### config.mk
export PLATFORM = sky130hd
export DESIGN_NAME = ctrl_decode_queue
export DESIGN_NICKNAME = d
export VERILOG_FILES = /design/src/rtl/ctrl_pkg.sv /design/src/rtl/ctrl_decode_logic.sv /design/src/rtl/ctrl_decode_queue.sv
export SDC_FILE = /design/constraint.sdc
export NUM_CORES = 1
export LEC_CHECK = 0
export BUFFER_PORTS_ARGS = -buffer_cell sky130_fd_sc_hd__buf_2
export CORE_MARGIN = 1.5
export CORE_UTILIZATION = 40
export CTS_CLUSTER_DIAMETER = 100
export DETAILED_ROUTE_END_ITERATION = 12
export GPL_TIMING_DRIVEN = 0
export PLACE_DENSITY = 0.68
export RECOVER_POWER = 25
export SLEW_MARGIN = 20
export SYNTH_ARGS = -nofsm -noshare
export SYNTH_HDL_FRONTEND = slang
export SYNTH_SLANG_ARGS = --single-unit
### constraint.sdc
create_clock -name clock -period 6.2 [get_ports clock]
set_clock_uncertainty 0.15 [all_clocks]
set_input_delay 0 -clock clock [delete_from_list [all_inputs] [get_ports clock]]
set_output_delay 0 -clock clock [all_outputs]
set_load 0.01 [all_outputs]
### src/rtl/ctrl_pkg.sv
// Shared decode definitions: opcodes, field widths, control bundle layout
// and exception codes used by the decode logic and the decode queue.
package ctrl_pkg;

    localparam int INST_W    = 32;
    localparam int REG_IDX_W = 5;
    localparam int RES_SRC_W = 2;
    localparam int ALU_OP_W  = 4;
    localparam int LSU_OP_W  = 5;
    localparam int ALU_SRC_W = 4;
    localparam int IMM_SRC_W = 3;
    localparam int CSR_OP_W  = 3;
    localparam int EXC_W     = 4;

    localparam logic [6:0] OP_LOAD   = 7'h03;
    localparam logic [6:0] OP_IMM    = 7'h13;
    localparam logic [6:0] OP_AUIPC  = 7'h17;
    localparam logic [6:0] OP_STORE  = 7'h23;
    localparam logic [6:0] OP_REG    = 7'h33;
    localparam logic [6:0] OP_LUI    = 7'h37;
    localparam logic [6:0] OP_BRANCH = 7'h63;
    localparam logic [6:0] OP_JALR   = 7'h67;
    localparam logic [6:0] OP_JAL    = 7'h6F;
    localparam logic [6:0] OP_SYSTEM = 7'h73;

    localparam logic [ALU_OP_W-1:0] ALU_ADD   = 4'd0;
    localparam logic [ALU_OP_W-1:0] ALU_SUB   = 4'd1;
    localparam logic [ALU_OP_W-1:0] ALU_SLL   = 4'd2;
    localparam logic [ALU_OP_W-1:0] ALU_SLT   = 4'd3;
    localparam logic [ALU_OP_W-1:0] ALU_SLTU  = 4'd4;
    localparam logic [ALU_OP_W-1:0] ALU_XOR   = 4'd5;
    localparam logic [ALU_OP_W-1:0] ALU_SRL   = 4'd6;
    localparam logic [ALU_OP_W-1:0] ALU_SRA   = 4'd7;
    localparam logic [ALU_OP_W-1:0] ALU_OR    = 4'd8;
    localparam logic [ALU_OP_W-1:0] ALU_AND   = 4'd9;
    localparam logic [ALU_OP_W-1:0] ALU_PASSB = 4'd10;

    localparam logic [RES_SRC_W-1:0] RES_ALU = 2'd0;
    localparam logic [RES_SRC_W-1:0] RES_MEM = 2'd1;
    localparam logic [RES_SRC_W-1:0] RES_PC4 = 2'd2;
    localparam logic [RES_SRC_W-1:0] RES_CSR = 2'd3;

    localparam logic [ALU_SRC_W-1:0] SRC1_RS1  = 4'd0;
    localparam logic [ALU_SRC_W-1:0] SRC1_PC   = 4'd1;
    localparam logic [ALU_SRC_W-1:0] SRC1_ZERO = 4'd2;
    localparam logic [ALU_SRC_W-1:0] SRC1_UIMM = 4'd3;
    localparam logic [ALU_SRC_W-1:0] SRC2_RS2  = 4'd0;
    localparam logic [ALU_SRC_W-1:0] SRC2_IMM  = 4'd1;
    localparam logic [ALU_SRC_W-1:0] SRC2_FOUR = 4'd2;

    localparam logic [IMM_SRC_W-1:0] IMM_I = 3'd0;
    localparam logic [IMM_SRC_W-1:0] IMM_S = 3'd1;
    localparam logic [IMM_SRC_W-1:0] IMM_B = 3'd2;
    localparam logic [IMM_SRC_W-1:0] IMM_U = 3'd3;
    localparam logic [IMM_SRC_W-1:0] IMM_J = 3'd4;

    typedef enum logic [EXC_W-1:0] {
        EXC_NONE    = 4'd0,
        EXC_ILLEGAL = 4'd2,
        EXC_BREAK   = 4'd3,
        EXC_ECALL   = 4'd11
    } exc_e;

    // 34 bits of control; field order is fixed so entries pack predictably.
    typedef struct packed {
        logic                 is_branch;
        logic                 is_jump;
        logic                 imm_sign;
        logic                 reg_wr_en;
        logic                 pc_add_reg;
        logic [RES_SRC_W-1:0] result_src;
        logic [ALU_OP_W-1:0]  alu_op_sel;
        logic [LSU_OP_W-1:0]  lsu_op;
        logic [ALU_SRC_W-1:0] alu_src1;
        logic [ALU_SRC_W-1:0] alu_src2;
        logic [IMM_SRC_W-1:0] imm_src;
        logic [CSR_OP_W-1:0]  csr_op;
        exc_e                 exc_type;
    } ctrl_bundle_t;

    function automatic logic [ALU_OP_W-1:0] alu_op_from_funct(input logic [2:0] funct3,
                                                              input logic       alt);
        logic [ALU_OP_W-1:0] op;
        case (funct3)
            3'd0:    op = alt ? ALU_SUB : ALU_ADD;
            3'd1:    op = ALU_SLL;
            3'd2:    op = ALU_SLT;
            3'd3:    op = ALU_SLTU;
            3'd4:    op = ALU_XOR;
            3'd5:    op = alt ? ALU_SRA : ALU_SRL;
            3'd6:    op = ALU_OR;
            default: op = ALU_AND;
        endcase
        return op;
    endfunction

endpackage

### src/rtl/ctrl_decode_logic.sv
// Combinational instruction decoder: 32-bit instruction word to control bundle.
// Any encoding it does not recognise yields EXC_ILLEGAL with all controls cleared.
module ctrl_decode_logic
    import ctrl_pkg::*;
(
    input  logic [INST_W-1:0] inst,
    output ctrl_bundle_t      ctrl
);

    logic [6:0] opcode;
    logic [2:0] funct3;
    logic [6:0] funct7;
    logic       illegal;

    assign opcode = inst[6:0];
    assign funct3 = inst[14:12];
    assign funct7 = inst[31:25];

    always_comb begin
        ctrl    = '0;
        illegal = 1'b0;
        case (opcode)
            OP_LUI: begin
                ctrl.reg_wr_en  = 1'b1;
                ctrl.alu_op_sel = ALU_PASSB;
                ctrl.alu_src1   = SRC1_ZERO;
                ctrl.alu_src2   = SRC2_IMM;
                ctrl.imm_src    = IMM_U;
                ctrl.imm_sign   = inst[31];
            end
            OP_AUIPC: begin
                ctrl.reg_wr_en  = 1'b1;
                ctrl.alu_op_sel = ALU_ADD;
                ctrl.alu_src1   = SRC1_PC;
                ctrl.alu_src2   = SRC2_IMM;
                ctrl.imm_src    = IMM_U;
                ctrl.imm_sign   = inst[31];
            end
            OP_JAL: begin
                ctrl.is_jump    = 1'b1;
                ctrl.reg_wr_en  = 1'b1;
                ctrl.result_src = RES_PC4;
                ctrl.alu_op_sel = ALU_ADD;
                ctrl.alu_src1   = SRC1_PC;
                ctrl.alu_src2   = SRC2_IMM;
                ctrl.imm_src    = IMM_J;
                ctrl.imm_sign   = inst[31];
            end
            OP_JALR: begin
                ctrl.is_jump    = 1'b1;
                ctrl.pc_add_reg = 1'b1;
                ctrl.reg_wr_en  = 1'b1;
                ctrl.result_src = RES_PC4;
                ctrl.alu_op_sel = ALU_ADD;
                ctrl.alu_src1   = SRC1_RS1;
                ctrl.alu_src2   = SRC2_IMM;
                ctrl.imm_src    = IMM_I;
                ctrl.imm_sign   = inst[31];
                illegal         = (funct3 != 3'd0);
            end
            OP_BRANCH: begin
                // Compare on the ALU; the target adder is fed from pc + imm separately.
                ctrl.is_branch  = 1'b1;
                ctrl.alu_op_sel = (funct3[2:1] == 2'b00) ? ALU_SUB :
                                  (funct3[2:1] == 2'b10) ? ALU_SLT : ALU_SLTU;
                ctrl.alu_src1   = SRC1_RS1;
                ctrl.alu_src2   = SRC2_RS2;
                ctrl.imm_src    = IMM_B;
                ctrl.imm_sign   = inst[31];
                illegal         = (funct3[2:1] == 2'b01);
            end
            OP_LOAD: begin
                ctrl.reg_wr_en  = 1'b1;
                ctrl.result_src = RES_MEM;
                ctrl.alu_op_sel = ALU_ADD;
                ctrl.alu_src2   = SRC2_IMM;
                ctrl.imm_src    = IMM_I;
                ctrl.imm_sign   = inst[31];
                ctrl.lsu_op     = {1'b1, 1'b0, funct3};
                illegal         = (funct3 == 3'd3) || (funct3[2:1] == 2'b11);
            end
            OP_STORE: begin
                ctrl.alu_op_sel = ALU_ADD;
                ctrl.alu_src2   = SRC2_IMM;
                ctrl.imm_src    = IMM_S;
                ctrl.imm_sign   = inst[31];
                ctrl.lsu_op     = {1'b1, 1'b1, funct3};
                illegal         = (funct3[2] || funct3 == 3'd3);
            end
            OP_IMM: begin
                ctrl.reg_wr_en  = 1'b1;
                ctrl.alu_op_sel = alu_op_from_funct(funct3, inst[30] && (funct3 == 3'd5));
                ctrl.alu_src2   = SRC2_IMM;
                ctrl.imm_src    = IMM_I;
                ctrl.imm_sign   = inst[31];
                if (funct3 == 3'd1)
                    illegal = (funct7 != 7'h00);
                else if (funct3 == 3'd5)
                    illegal = (funct7 != 7'h00) && (funct7 != 7'h20);
            end
            OP_REG: begin
                ctrl.reg_wr_en  = 1'b1;
                ctrl.alu_op_sel = alu_op_from_funct(funct3, inst[30]);
                illegal         = !((funct7 == 7'h00) ||
                                    (funct7 == 7'h20 && (funct3 == 3'd0 || funct3 == 3'd5)));
            end
            OP_SYSTEM: begin
                if (funct3 == 3'd0) begin
                    if (inst[31:7] == 25'h0)
                        ctrl.exc_type = EXC_ECALL;
                    else if (inst[31:7] == 25'h2000)
                        ctrl.exc_type = EXC_BREAK;
                    else
                        illegal = 1'b1;
                end else if (funct3 == 3'd4) begin
                    illegal = 1'b1;
                end else begin
                    ctrl.reg_wr_en  = 1'b1;
                    ctrl.result_src = RES_CSR;
                    ctrl.csr_op     = funct3;
                    ctrl.alu_src1   = funct3[2] ? SRC1_UIMM : SRC1_RS1;
                    ctrl.imm_src    = IMM_I;
                end
            end
            default: illegal = 1'b1;
        endcase

        if (illegal) begin
            ctrl          = '0;
            ctrl.exc_type = EXC_ILLEGAL;
        end
    end

endmodule

### src/rtl/ctrl_decode_queue.sv
// Registered decode stage: decodes at enqueue into a DEPTH-entry FIFO drained by issue.
// Optional performance counters are built only when CTRL_DECODE_PERF_EN is defined.
module ctrl_decode_queue
    import ctrl_pkg::*;
#(
    parameter int XLEN  = 32,
    parameter int DEPTH = 2,
    parameter int CNT_W = 32
) (
    input  logic                 clock,
    input  logic                 reset,
    input  logic                 io_flush,
    input  logic                 io_in_valid,
    output logic                 io_in_ready,
    input  logic [INST_W-1:0]    io_in_inst,
    input  logic [XLEN-1:0]      io_in_pc,
    output logic                 io_out_valid,
    input  logic                 io_out_ready,
    output logic [XLEN-1:0]      io_out_pc,
    output logic [REG_IDX_W-1:0] io_out_rd,
    output logic [REG_IDX_W-1:0] io_out_rs1,
    output logic [REG_IDX_W-1:0] io_out_rs2,
    output logic                 io_out_isBranch,
    output logic                 io_out_isJump,
    output logic                 io_out_immSign,
    output logic                 io_out_regWrEn,
    output logic                 io_out_pcAddReg,
    output logic [RES_SRC_W-1:0] io_out_resultSrc,
    output logic [ALU_OP_W-1:0]  io_out_aluOpSel,
    output logic [LSU_OP_W-1:0]  io_out_lsuOp,
    output logic [ALU_SRC_W-1:0] io_out_aluSrc1,
    output logic [ALU_SRC_W-1:0] io_out_aluSrc2,
    output logic [IMM_SRC_W-1:0] io_out_immSrc,
    output logic [CSR_OP_W-1:0]  io_out_csrOp,
    output logic [EXC_W-1:0]     io_out_excType,
    output logic [CNT_W-1:0]     io_perf_decoded,
    output logic [CNT_W-1:0]     io_perf_stall
);

    localparam int             PTR_W    = $clog2(DEPTH);
    localparam logic [PTR_W:0] FULL_CNT = (PTR_W + 1)'(DEPTH);

    typedef struct packed {
        ctrl_bundle_t         ctrl;
        logic [REG_IDX_W-1:0] rd;
        logic [REG_IDX_W-1:0] rs1;
        logic [REG_IDX_W-1:0] rs2;
        logic [XLEN-1:0]      pc;
    } entry_t;

    entry_t           mem [DEPTH];
    entry_t           wr_entry;
    entry_t           head;
    ctrl_bundle_t     dec_ctrl;
    logic [PTR_W-1:0] rptr_reg, rptr_next;
    logic [PTR_W-1:0] wptr_reg, wptr_next;
    logic [PTR_W:0]   count_reg, count_next;
    logic             enq;
    logic             deq;

    ctrl_decode_logic u_decode (
        .inst (io_in_inst),
        .ctrl (dec_ctrl)
    );

    assign wr_entry = '{ctrl: dec_ctrl,
                        rd:   io_in_inst[11:7],
                        rs1:  io_in_inst[19:15],
                        rs2:  io_in_inst[24:20],
                        pc:   io_in_pc};

    // Ready comes from registered occupancy only, so a full queue never passes through.
    assign io_in_ready  = (count_reg != FULL_CNT);
    assign io_out_valid = (count_reg != '0);
    assign enq          = io_in_valid && io_in_ready;
    assign deq          = io_out_valid && io_out_ready;

    always_comb begin
        rptr_next  = rptr_reg;
        wptr_next  = wptr_reg;
        count_next = count_reg;
        if (io_flush) begin
            rptr_next  = '0;
            wptr_next  = '0;
            count_next = '0;
        end else begin
            if (enq)
                wptr_next = wptr_reg + PTR_W'(1);
            if (deq)
                rptr_next = rptr_reg + PTR_W'(1);
            if (enq && !deq)
                count_next = count_reg + (PTR_W + 1)'(1);
            else if (!enq && deq)
                count_next = count_reg - (PTR_W + 1)'(1);
        end
    end

    always_ff @(posedge clock or negedge reset) begin
        if (!reset) begin
            rptr_reg  <= '0;
            wptr_reg  <= '0;
            count_reg <= '0;
        end else begin
            rptr_reg  <= rptr_next;
            wptr_reg  <= wptr_next;
            count_reg <= count_next;
        end
    end

    always_ff @(posedge clock) begin
        if (enq && !io_flush)
            mem[wptr_reg] <= wr_entry;
    end

    assign head             = mem[rptr_reg];
    assign io_out_pc        = head.pc;
    assign io_out_rd        = head.rd;
    assign io_out_rs1       = head.rs1;
    assign io_out_rs2       = head.rs2;
    assign io_out_isBranch  = head.ctrl.is_branch;
    assign io_out_isJump    = head.ctrl.is_jump;
    assign io_out_immSign   = head.ctrl.imm_sign;
    assign io_out_regWrEn   = head.ctrl.reg_wr_en;
    assign io_out_pcAddReg  = head.ctrl.pc_add_reg;
    assign io_out_resultSrc = head.ctrl.result_src;
    assign io_out_aluOpSel  = head.ctrl.alu_op_sel;
    assign io_out_lsuOp     = head.ctrl.lsu_op;
    assign io_out_aluSrc1   = head.ctrl.alu_src1;
    assign io_out_aluSrc2   = head.ctrl.alu_src2;
    assign io_out_immSrc    = head.ctrl.imm_src;
    assign io_out_csrOp     = head.ctrl.csr_op;
    assign io_out_excType   = head.ctrl.exc_type;

`ifdef CTRL_DECODE_PERF_EN
    logic [CNT_W-1:0] perf_decoded_reg;
    logic [CNT_W-1:0] perf_stall_reg;

    // Counters survive flush; a handshake during flush still counts as decoded.
    always_ff @(posedge clock or negedge reset) begin
        if (!reset) begin
            perf_decoded_reg <= '0;
            perf_stall_reg   <= '0;
        end else begin
            if (enq)
                perf_decoded_reg <= perf_decoded_reg + CNT_W'(1);
            if (io_in_valid && !io_in_ready)
                perf_stall_reg <= perf_stall_reg + CNT_W'(1);
        end
    end

    assign io_perf_decoded = perf_decoded_reg;
    assign io_perf_stall   = perf_stall_reg;
`else
    assign io_perf_decoded = '0;
    assign io_perf_stall   = '0;
`endif

endmodule

==> reports/metrics.cfg <==
[synth]
synth_xor_area_share_pct=0.383
syn_area_um2=6870
synth.distinct_cells=48
synthAdderAreaFrac_pct=0
synthSimpleGateAreaFrac_pct=6.93
synth_edf_count=150
synthFlopType=edfxtp_1
yosys_warnings=0
synth_top_family_by_area=multiplexers
ys_seq_area_share_pct=67.1
ys_ff_latch=154
synth_compound_area_share_pct=3.54
synth_cells=440
synth.avg_cell_area_um2=15.6
synthMuxAreaShare_pct=12.5
synthArstFlopShare_pct=2.60

[cells_and_area]
largest_reg_flops=150
most-common-layout-cells=edfxtp_1, buf_2, mux2_2
final_core_util_pct=56.4
syn2layout_area_growth_pct=37.2
layout-drive-gt1-share_pct=41.0
final_nets=812
final_common_cell=edfxtp_1
fin_area_um2=9420
fin_cells=976
antennaDiodeCount=0

[clocking]
worstSkewPairLatency_ps=410
cts_setup_buffers=0
clock-sinks=154
cts_tree=done
cts_root_buffer=clkbuf_16
cts_buffers=17
clkSlewWorstSetupHoldPaths_ps=60
cts_max_path_buffers=2
htreeDepth=4

[critical_path]
cp.arrival_ps=2890
worstReg2RegEnd=mem[1][32]
worstSetupPathType=primary input to flop
r2r_cells=6
crit_fanout=10
worstSetupStartpointType=primary input
rrSetupSlack_ps=3640
reg2reg_from=count_reg[0]
end_kind=flop
cp.required_ps=6210

[timing]
post-route-period-util_pct=46.4
setup_viol=0
fmax_mhz=347
fin_crit_ps=2880
tns_ps=0
setup_slack_ps=3320
whs_ps=26.2
hold_violations=0
timing.slew.headroom_pct=53.4
tightestPinTransition_ps=698
slew_violations=0
rsz0062_at_grt=no

[routing]
viasPerCell=4.59
drt_iter0_drc=259
drc=0
vias=4477
ant_nets=0
wire_per_inst_um=15.7
wirelength_um=15300
first_pass_iters=4

[min_path]
min_path_cells=3
hold_class=primary input to flop
whs_endpoint=mem[0][52]
hp-start=io_in_inst[13]

[floorplanning]
die_h_um=134
die_w_um=134
num_rows=47
io-pin-count=216
core_area_um2=16700
die-area_um2=18000
initial_core_util_pct=41.1

[job]
max_cap_violations=0

[placed_design]
dp.cells=884
dpl-instance-area_um2=8290
post-place-ws_ps=3630
io_buffers=145
dpl.hpwl_um=11000
gp_congestion=0.856

[global_route]
antenna_found_initial=0
grt.total_usage_pct=17.4
grt_pass1_wl_um=23600
grt_overflow_total=0
grt_pass1_vias=4569
grt_start_max_net_pins=17

[power]
ir_drop_mv=0.188
finalPower_mw=2.55
leakage_nw=3.71
cellPowerDensity_nw_per_um2=270

[outcome]
outcome=finished, final reports clean

metal layers:
metal	vias to the layer above	GRT usage, %	wire (um)	part of all wire [%]
met4	0	4.96	102	0.66
li1	2126	-	-	-
met2	210	29.7	7570	49
met1	2133	21.6	6520	42
met3	8	5.18	1150	7.5
met5	-	0	0	0
critical path: stages:
cell and delay (ps):
dlygate4sd3_1 530, buf_2 170, nand4bb_1 190, buf_4 180, nor2_1 380, nand3_1 150
o21bai_2 390, buf_6 230, nor4_1 60, dlygate4sd3_1 590
worst max-delay path by stage:
stage / startpoint / endpoint / slack [ps] / cells past startpoint
after global placement: count_reg[0] / mem[1][4] / 470 / 3
after floorplan: count_reg[0] / mem[1][0] / 1880 / 3
after CTS: io_in_inst[3] / mem[1][76] / 3390 / 10
final: io_in_inst[3] / mem[1][76] / 3320 / 10
after global routing: io_in_inst[3] / mem[1][76] / 3180 / 10
after detailed placement: count_reg[0] / mem[1][68] / 3630 / 6
cells in the mapped netlist (all sizes together) (2+ instances only):
master | number | share of area (%)
nand2 | 12 | 0.66
edfxtp | 150 | 66
nor3 | 11 | 1.3
buf | 79 | 8.7
mux2 | 76 | 12
nor3b | 2 | 0.22
a21oi | 4 | 0.29
inv | 9 | 0.49
dfrtp | 4 | 1.5
or3 | 5 | 0.46
clkbuf | 7 | 0.38
nand3 | 6 | 0.62
a32oi | 2 | 0.26
nor4 | 10 | 1.2
nand2b | 8 | 0.73
or2 | 2 | 0.18
a2111oi | 3 | 0.40
o21ai | 5 | 0.36
nand3b | 2 | 0.22
nor2 | 18 | 0.98
a31oi | 3 | 0.27
a211oi | 4 | 0.44
xor2 | 2 | 0.26
o31ai | 2 | 0.22
cell families (layout without fill, tap and decap cells):
kind of cell,after synthesis,in the layout
DFF,154,154
other,1,70
AOI/OAI and AO/OA,32,32
and+or+nand+nor,79,79
muxes,76,76
buffers and inverters,95,342
xor gates and xnor gates,3,3
timing repair:
| action | in CTS | in global routing |
|---|---|---|
| setup endpoints to repair | 0 | 0 |
| hold buffers | 60 | 0 |
| hold endpoints to repair | 131 | 0 |
| resized for setup | 0 | 0 |
area by class of cell:
class                           count  area [um2]
Sequential cell                   154        4600
Multi-Input combinational cell    260        1890
Buffer                             86         623
Tap cell                          220         275
Clock buffer                       19         433
Clock inverter                     13         149
Fill cell                        1392        7280
Timing Repair Buffer              215        1420
Inverter                            9        33.8
report_power, final:
part	total [mW]	internal, mW	switching, mW
combinational	0.337	0.165	0.172
clock	1.01	0.628	0.386
sequential	1.19	1.18	0.0107
Power figures use the tool's default switching activity.
